## src/rtl/fetch_pkg.sv

```systemverilog
// Shared state encoding, default widths and queue entry layout for the prefetching fetch stage.
package fetch_pkg;
    localparam int          ADDR_W_DEF   = 16;
    localparam int          INSTR_W_DEF  = 16;
    localparam int          INC_DEF      = 2;
    localparam int          DEPTH_DEF    = 4;
    localparam logic [15:0] RESET_PC_DEF = 16'h0000;

    typedef enum logic [1:0] {
        ST_IDLE = 2'd0,
        ST_REQ  = 2'd1,
        ST_DROP = 2'd2
    } fetch_state_e;

    typedef struct packed {
        logic [INSTR_W_DEF-1:0] instr;
        logic [ADDR_W_DEF-1:0]  pc;
        logic [ADDR_W_DEF-1:0]  pc_inc;
    } fetch_entry_t;
endpackage

```

## src/rtl/fetch_fifo.sv

```systemverilog
// Synchronous FIFO with flush; pointers carry one extra wrap bit so full and empty are distinct.
module fetch_fifo #(
    parameter int WIDTH = 8,
    parameter int DEPTH = 4
) (
    input  logic                   clk,
    input  logic                   rst,
    input  logic                   i_push,
    input  logic                   i_pop,
    input  logic                   i_flush,
    input  logic [WIDTH-1:0]       i_data,
    output logic [WIDTH-1:0]       o_data,
    output logic [$clog2(DEPTH):0] o_count,
    output logic                   o_full,
    output logic                   o_empty
);
    localparam int                PTR_W    = $clog2(DEPTH);
    localparam int unsigned       FULL_I   = DEPTH;
    localparam logic [PTR_W:0]    FULL_CNT = FULL_I[PTR_W:0];

    logic [PTR_W:0]   r_wr_ptr;
    logic [PTR_W:0]   r_rd_ptr;
    logic [WIDTH-1:0] r_mem [DEPTH];
    logic             w_do_push;
    logic             w_do_pop;

    assign o_count   = r_wr_ptr - r_rd_ptr;
    assign o_full    = (o_count == FULL_CNT);
    assign o_empty   = (r_wr_ptr == r_rd_ptr);
    assign o_data    = r_mem[r_rd_ptr[PTR_W-1:0]];
    assign w_do_push = i_push && !o_full;
    assign w_do_pop  = i_pop && !o_empty;

    // NOTE: registers use <= so every flop samples the pre-edge value of its neighbours.
    always_ff @(posedge clk) begin
        if (!rst) begin
            r_wr_ptr <= '0;
            r_rd_ptr <= '0;
        end else if (i_flush) begin
            r_wr_ptr <= '0;
            r_rd_ptr <= '0;
        end else begin
            if (w_do_push) r_wr_ptr <= r_wr_ptr + 1'b1;
            if (w_do_pop)  r_rd_ptr <= r_rd_ptr + 1'b1;
        end
    end

    // NOTE: storage is not reset; the pointers alone decide which slots hold valid data.
    always_ff @(posedge clk) begin
        if (w_do_push && !i_flush) r_mem[r_wr_ptr[PTR_W-1:0]] <= i_data;
    end
endmodule

```

## src/rtl/fetch_queue.sv

```systemverilog
// Prefetching fetch stage: PC register, single-outstanding imem handshake FSM and a decode-facing queue.
module fetch_queue
    import fetch_pkg::*;
#(
    parameter int                ADDR_W   = ADDR_W_DEF,
    parameter int                INSTR_W  = INSTR_W_DEF,
    parameter int                INC      = INC_DEF,
    parameter int                DEPTH    = DEPTH_DEF,
    parameter logic [ADDR_W-1:0] RESET_PC = ADDR_W'(RESET_PC_DEF)
) (
    input  logic               clk,
    input  logic               rst,
    input  logic               redirect,
    input  logic [ADDR_W-1:0]  redirect_pc,
    input  logic               halt,
    output logic               imem_req,
    output logic [ADDR_W-1:0]  imem_addr,
    input  logic               imem_done,
    input  logic [INSTR_W-1:0] imem_data,
    output logic               out_valid,
    input  logic               out_ready,
    output logic [INSTR_W-1:0] out_instr,
    output logic [ADDR_W-1:0]  out_pc,
    output logic [ADDR_W-1:0]  out_pc_inc,
    output logic               busy
);
    typedef struct packed {
        logic [INSTR_W-1:0] instr;
        logic [ADDR_W-1:0]  pc;
        logic [ADDR_W-1:0]  pc_inc;
    } entry_t;

    localparam int               CNT_W      = $clog2(DEPTH) + 1;
    localparam int unsigned      ROOM_I     = DEPTH - 1;
    localparam logic [CNT_W-1:0] ROOM_LIMIT = ROOM_I[CNT_W-1:0];

    fetch_state_e      r_state;
    fetch_state_e      w_state_next;
    logic [ADDR_W-1:0] r_pc;
    logic [ADDR_W-1:0] r_addr;
    logic [ADDR_W-1:0] w_pc_next;
    logic [ADDR_W-1:0] w_pc_inc;
    logic              w_push;
    logic              w_pop;
    logic              w_full;
    logic              w_empty;
    logic [CNT_W-1:0]  w_count;
    entry_t            w_push_entry;
    entry_t            w_head;

    assign w_pc_inc     = r_pc + ADDR_W'(INC);
    assign w_push       = (r_state == ST_REQ) && imem_done && !redirect;
    assign w_pop        = out_valid && out_ready;
    assign w_push_entry = '{instr: imem_data, pc: r_pc, pc_inc: w_pc_inc};

    fetch_fifo #(
        .WIDTH ($bits(entry_t)),
        .DEPTH (DEPTH)
    ) u_fifo (
        .clk     (clk),
        .rst     (rst),
        .i_push  (w_push),
        .i_pop   (w_pop),
        .i_flush (redirect),
        .i_data  (w_push_entry),
        .o_data  (w_head),
        .o_count (w_count),
        .o_full  (w_full),
        .o_empty (w_empty)
    );

    // NOTE: every variable gets its default first, so no path leaves it unassigned (no latch).
    always_comb begin
        w_pc_next = r_pc;
        if (redirect)    w_pc_next = redirect_pc;
        else if (w_push) w_pc_next = w_pc_inc;
    end

    // Re-issue after a push counts the entry landing this cycle, keeping its slot reserved.
    always_comb begin
        w_state_next = r_state;
        case (r_state)
            ST_IDLE: begin
                if (!halt && !redirect && !w_full) w_state_next = ST_REQ;
            end
            ST_REQ: begin
                if (redirect && imem_done)  w_state_next = halt ? ST_IDLE : ST_REQ;
                else if (redirect)          w_state_next = ST_DROP;
                else if (imem_done)         w_state_next = (!halt && (w_count < ROOM_LIMIT)) ? ST_REQ : ST_IDLE;
            end
            ST_DROP: begin
                if (imem_done) w_state_next = halt ? ST_IDLE : ST_REQ;
            end
            default: w_state_next = ST_IDLE;
        endcase
    end

    // The request address only moves when a new request starts, so DROP keeps the stale one.
    always_ff @(posedge clk) begin
        if (!rst) begin
            r_state <= ST_IDLE;
            r_pc    <= RESET_PC;
            r_addr  <= RESET_PC;
        end else begin
            r_state <= w_state_next;
            r_pc    <= w_pc_next;
            if (w_state_next == ST_REQ) r_addr <= w_pc_next;
        end
    end

    assign imem_req   = (r_state != ST_IDLE);
    assign imem_addr  = r_addr;
    assign out_valid  = !w_empty;
    assign out_instr  = w_empty ? '0 : w_head.instr;
    assign out_pc     = w_empty ? '0 : w_head.pc;
    assign out_pc_inc = w_empty ? '0 : w_head.pc_inc;
    assign busy       = (r_state != ST_IDLE) || !w_empty;
endmodule

```

## config.mk

```make
export PLATFORM = sky130hd
export DESIGN_NAME = fetch_queue
export DESIGN_NICKNAME = d
export VERILOG_FILES = /design/src/rtl/fetch_pkg.sv /design/src/rtl/fetch_fifo.sv /design/src/rtl/fetch_queue.sv
export SDC_FILE = /design/constraint.sdc
export NUM_CORES = 1
export LEC_CHECK = 0
export CORE_ASPECT_RATIO = 0.8
export CORE_UTILIZATION = 40
export CTS_BUF_LIST = sky130_fd_sc_hd__clkbuf_4 sky130_fd_sc_hd__clkbuf_8 sky130_fd_sc_hd__clkbuf_16
export CTS_CLUSTER_SIZE = 40
export DETAILED_ROUTE_END_ITERATION = 8
export DONT_BUFFER_PORTS = 1
export PLACE_DENSITY_LB_ADDON = 0.3
export SYNTH_ARGS = -nofsm -noshare
export SYNTH_HDL_FRONTEND = slang
export SYNTH_HIERARCHICAL = 1
export SYNTH_SLANG_ARGS = --single-unit
```

## constraint.sdc

```tcl
create_clock -name clk -period 12.2 [get_ports clk]
set_input_delay 1.83 -clock clk [delete_from_list [all_inputs] [get_ports clk]]
set_output_delay 1.83 -clock clk [all_outputs]
set_load 0.005 [all_outputs]
```

==> summary.md <==
| Metric | Value |
|---|---|
| Status | `finished, final reports clean` |
| Clk sinks | `234` |
| Storage element area | `0.00661 sq mm` |
| Hold depth | `2` |
| Post-Route WL | `19800 microns` |
| Hpwl dp | `12000 microns` |
| GPL Wtd Cong | `0.807` |
| Filler cell count | `2053` |
| Initial DRC Count | `447` |
| Post-layout util | `45.7%` |
| CTS tree | `built` |
| Max Slew Vio Count | `0` |
| WHS Endpoint | `imem_addr[3]` |
| Top FF cell, synth | `edfxtp_1` |
| Logic pwr share | `2.3%` |
| Synthesized area per cell | `16.4 sq um` |
| Tmin final | `4800 ps` |
| Critical Path Fanout Max | `50` |
| Die Y | `141 microns` |
| First-pass GRT wire length | `30700 microns` |
| Reg2Reg Setup Slack | `9410 ps` |
| Slew headroom | `17.2%` |
| Cell Pwr Density | `154 mW/mm^2` |
| Row Count | `50` |
| Die width | `176 microns` |
| PortBufs | `0` |
| Commonest non-fill, non-tap cell in the layout | `edfxtp_1` |
| Wire per inst | `21.4 microns` |
| Sw Pwr | `0.000335 W` |
| Htree depth | `1` |
| Post-CTS Setup Inserts | `0` |
| Antenna-violating nets left | `0` |
| Worst R2R Path Depth | `9` |
| DRC | `0` |
| Max cap viols | `0` |
| Gate Count Post-Synth | `594` |
| Clk pwr share | `44.0%` |
| Grt ovf | `0` |
| Tcrit/Tclk final | `39.3%` |
| Area of the multi-input gates | `0.00289 sq mm` |
| Core Area | `0.0236 sq mm` |
| Largest net degree at the start of global routing | `51` |
| WP data required | `10370 ps` |
| Total track usage | `16.1%` |
| Initial Utilization | `41.2%` |
| Synth unique cells | `65` |
| Hold_sp | `imem_addr[3]` |
| Sequential share of the synthesized area | `68.0%` |
| Post-CTS Hold Buffers | `0` |
| Hold Fails Final Rpt | `0` |
| Vias per cell | `5.46` |
| Tightest Pin Transition | `1240 ps` |
| Synthesized cell area | `0.00972 sq mm` |
| Pleak | `3.44 nW` |
| Sw Share | `20.2%` |
| Post-route setup TNS | `0 ps` |
| #FFs+latches synth | `234` |
| CTS Buf Count | `24` |
| RR Endpoint | `u_fifo/r_mem[0][34]` |
| Crit path DAT | `2970 ps` |
| Type of origin of the critical path | `flop` |
| Share of power burned in registers | `53.7%` |
| Die ar. | `0.0249 sq mm` |
| First drt pass iteration count | `5` |
| Clk pin slew, worst setup/hold paths | `60 ps` |
| Hold crit path type | `flop to flop` |
| Most frequent cells in the layout | `edfxtp_1, nor2b_1, mux4_2, dfxtp_1, nor2_1` |
| Synth warn | `6` |
| Tot Pwr | `0.00166 W` |
| Layout Skew | `7.32 ps` |
| Clock latency on the worst-skew pair | `510 ps` |
| Post-synth EDFFs | `192` |
| FMAX | `208 MHz` |
| Post-cts sizing count | `0` |
| Worst Setup End Kind | `primary output` |
| Number of global-route vias before repair | `5279` |
| # diodes | `0` |
| Reg-to-Reg Start | `u_fifo/r_wr_ptr[0]` |
| Initial antenna violation count | `0` |
| Final setup viols | `0` |
| Ports | `105` |
| P&R area growth vs syn | `11.0%` |
| Clk buf depth | `3` |
| Nets | `638` |
| Syn_nets | `641` |
| Vias after detailed routing | `5025` |
| VDD IR max | `0.105 mV` |
| Clock root cell | `clkbuf_16` |
| Share of post-route cells with drive strength above 1 | `19.5%` |
| Cell-internal power | `0.00132 W` |
| Crit path kind | `flop to primary output` |
| Post-synth ARST share | `0%` |
| RSZ-0062 raised after global routing | `false` |
[worst max-delay path by stage]
stage | start | endpoint | slack [ps]
2_1_floorplan | redirect | u_fifo/r_mem[3][0] | 6010
3_5_place_dp | u_fifo/r_wr_ptr[0] | busy | 7820
5_1_grt | u_fifo/r_wr_ptr[0] | busy | 7090
3_3_place_gp | u_fifo/r_wr_ptr[0] | busy | 7970
6_report | u_fifo/r_wr_ptr[0] | busy | 7400
4_1_cts | u_fifo/r_wr_ptr[0] | busy | 7280
[registers in the layout, indices dropped and copies added (netlist names), named ones only]
register         count
u_fifo/r_mem       192
imem_addr           16
r_pc                16
u_fifo/r_rd_ptr      3
u_fifo/r_wr_ptr      3
r_state              2
[power groups by stage]
stage | Clock [W] | Combinational, W | Sequential, W
floorplan | 0 | 0.0000372 | 0.000898
global placement | 0 | 0.0000362 | 0.000907
detailed placement | 0 | 0.0000375 | 0.000908
CTS | 0.000744 | 0.0000380 | 0.000891
global route | 0.000774 | 0.0000423 | 0.000892
finish | 0.000729 | 0.0000379 | 0.000891
[cells in the mapped netlist (3+ instances only)]
cell type / count / share of area, %
mux2i_1: 8 / 0.82
buf_2: 12 / 0.62
nand4_1: 3 / 0.19
and2_1: 4 / 0.26
o31ai_1: 4 / 0.31
buf_4: 6 / 0.46
mux4_2: 48 / 11
nand2_1: 22 / 0.85
o22ai_1: 11 / 0.71
o21ai_0: 8 / 0.41
nor3_1: 12 / 0.62
nor2_1: 32 / 1.2
nand2b_1: 6 / 0.39
dfxtp_1: 42 / 8.7
nand3_1: 6 / 0.31
o21a_1: 5 / 0.39
edfxtp_1: 192 / 59
nor2b_1: 58 / 3.7
inv_1: 12 / 0.46
xor2_1: 11 / 0.99
xnor2_1: 9 / 0.81
nor4_1: 8 / 0.52
mux2_2: 3 / 0.35
a21oi_1: 5 / 0.26
clkbuf_1: 13 / 0.50
ha_1: 8 / 1.0
[layout make-up]
cell class                      count  area share [%]
Sequential cell                   234            61.3
Multi-Input combinational cell    312            26.8
Clock buffer                       31            6.22
Tap cell                          312            3.62
Clock inverter                     13            1.20
Inverter                           14           0.487
Timing Repair Buffer                5           0.348
[cells by family (layout without fill, tap and decap cells)]
kind of cell / Yosys count / in the layout / share of synthesized area (%)
fa+ha+maj: 9 / 9 / 1.24
compound gates: 54 / 54 / 4.12
xor+xnor: 21 / 21 / 2.06
mux: 59 / 59 / 12.3
buf+inv: 48 / 63 / 2.41
flops: 234 / 234 / 68.0
simple gates: 169 / 169 / 9.89
[stage by stage]
stage | area [sq um] | worst slack (ps) | std cells | hold slack (ps)
CTS | 10800 | 7280 | 921 | 494
global placement | 9980 | 7970 | 877 | 484
finish | 10800 | 7400 | 921 | 496
detailed placement | 9980 | 7820 | 877 | 481
floorplan | 9720 | 6010 | 594 | 455
global route | 10800 | 7090 | 921 | 507
[critical path, stage by stage, from the launching register on]
cell and delay, ps:
dfxtp_1 360, inv_1 120, ha_1 340, nand2_1 120, nor2_4 930, inv_1 220
or2_2 370
[layer usage]
layer / GRT usage (%) / vias up / wire length, microns
met5: 0 / - / 0
met1: 23.2 / 2556 / 8950
li1: - / 2277 / -
met3: 3.78 / 27 / 1650
met4: 3.48 / 0 / 330
met2: 24.9 / 165 / 8820
No activity file was read; power rests on OpenSTA's default activity.
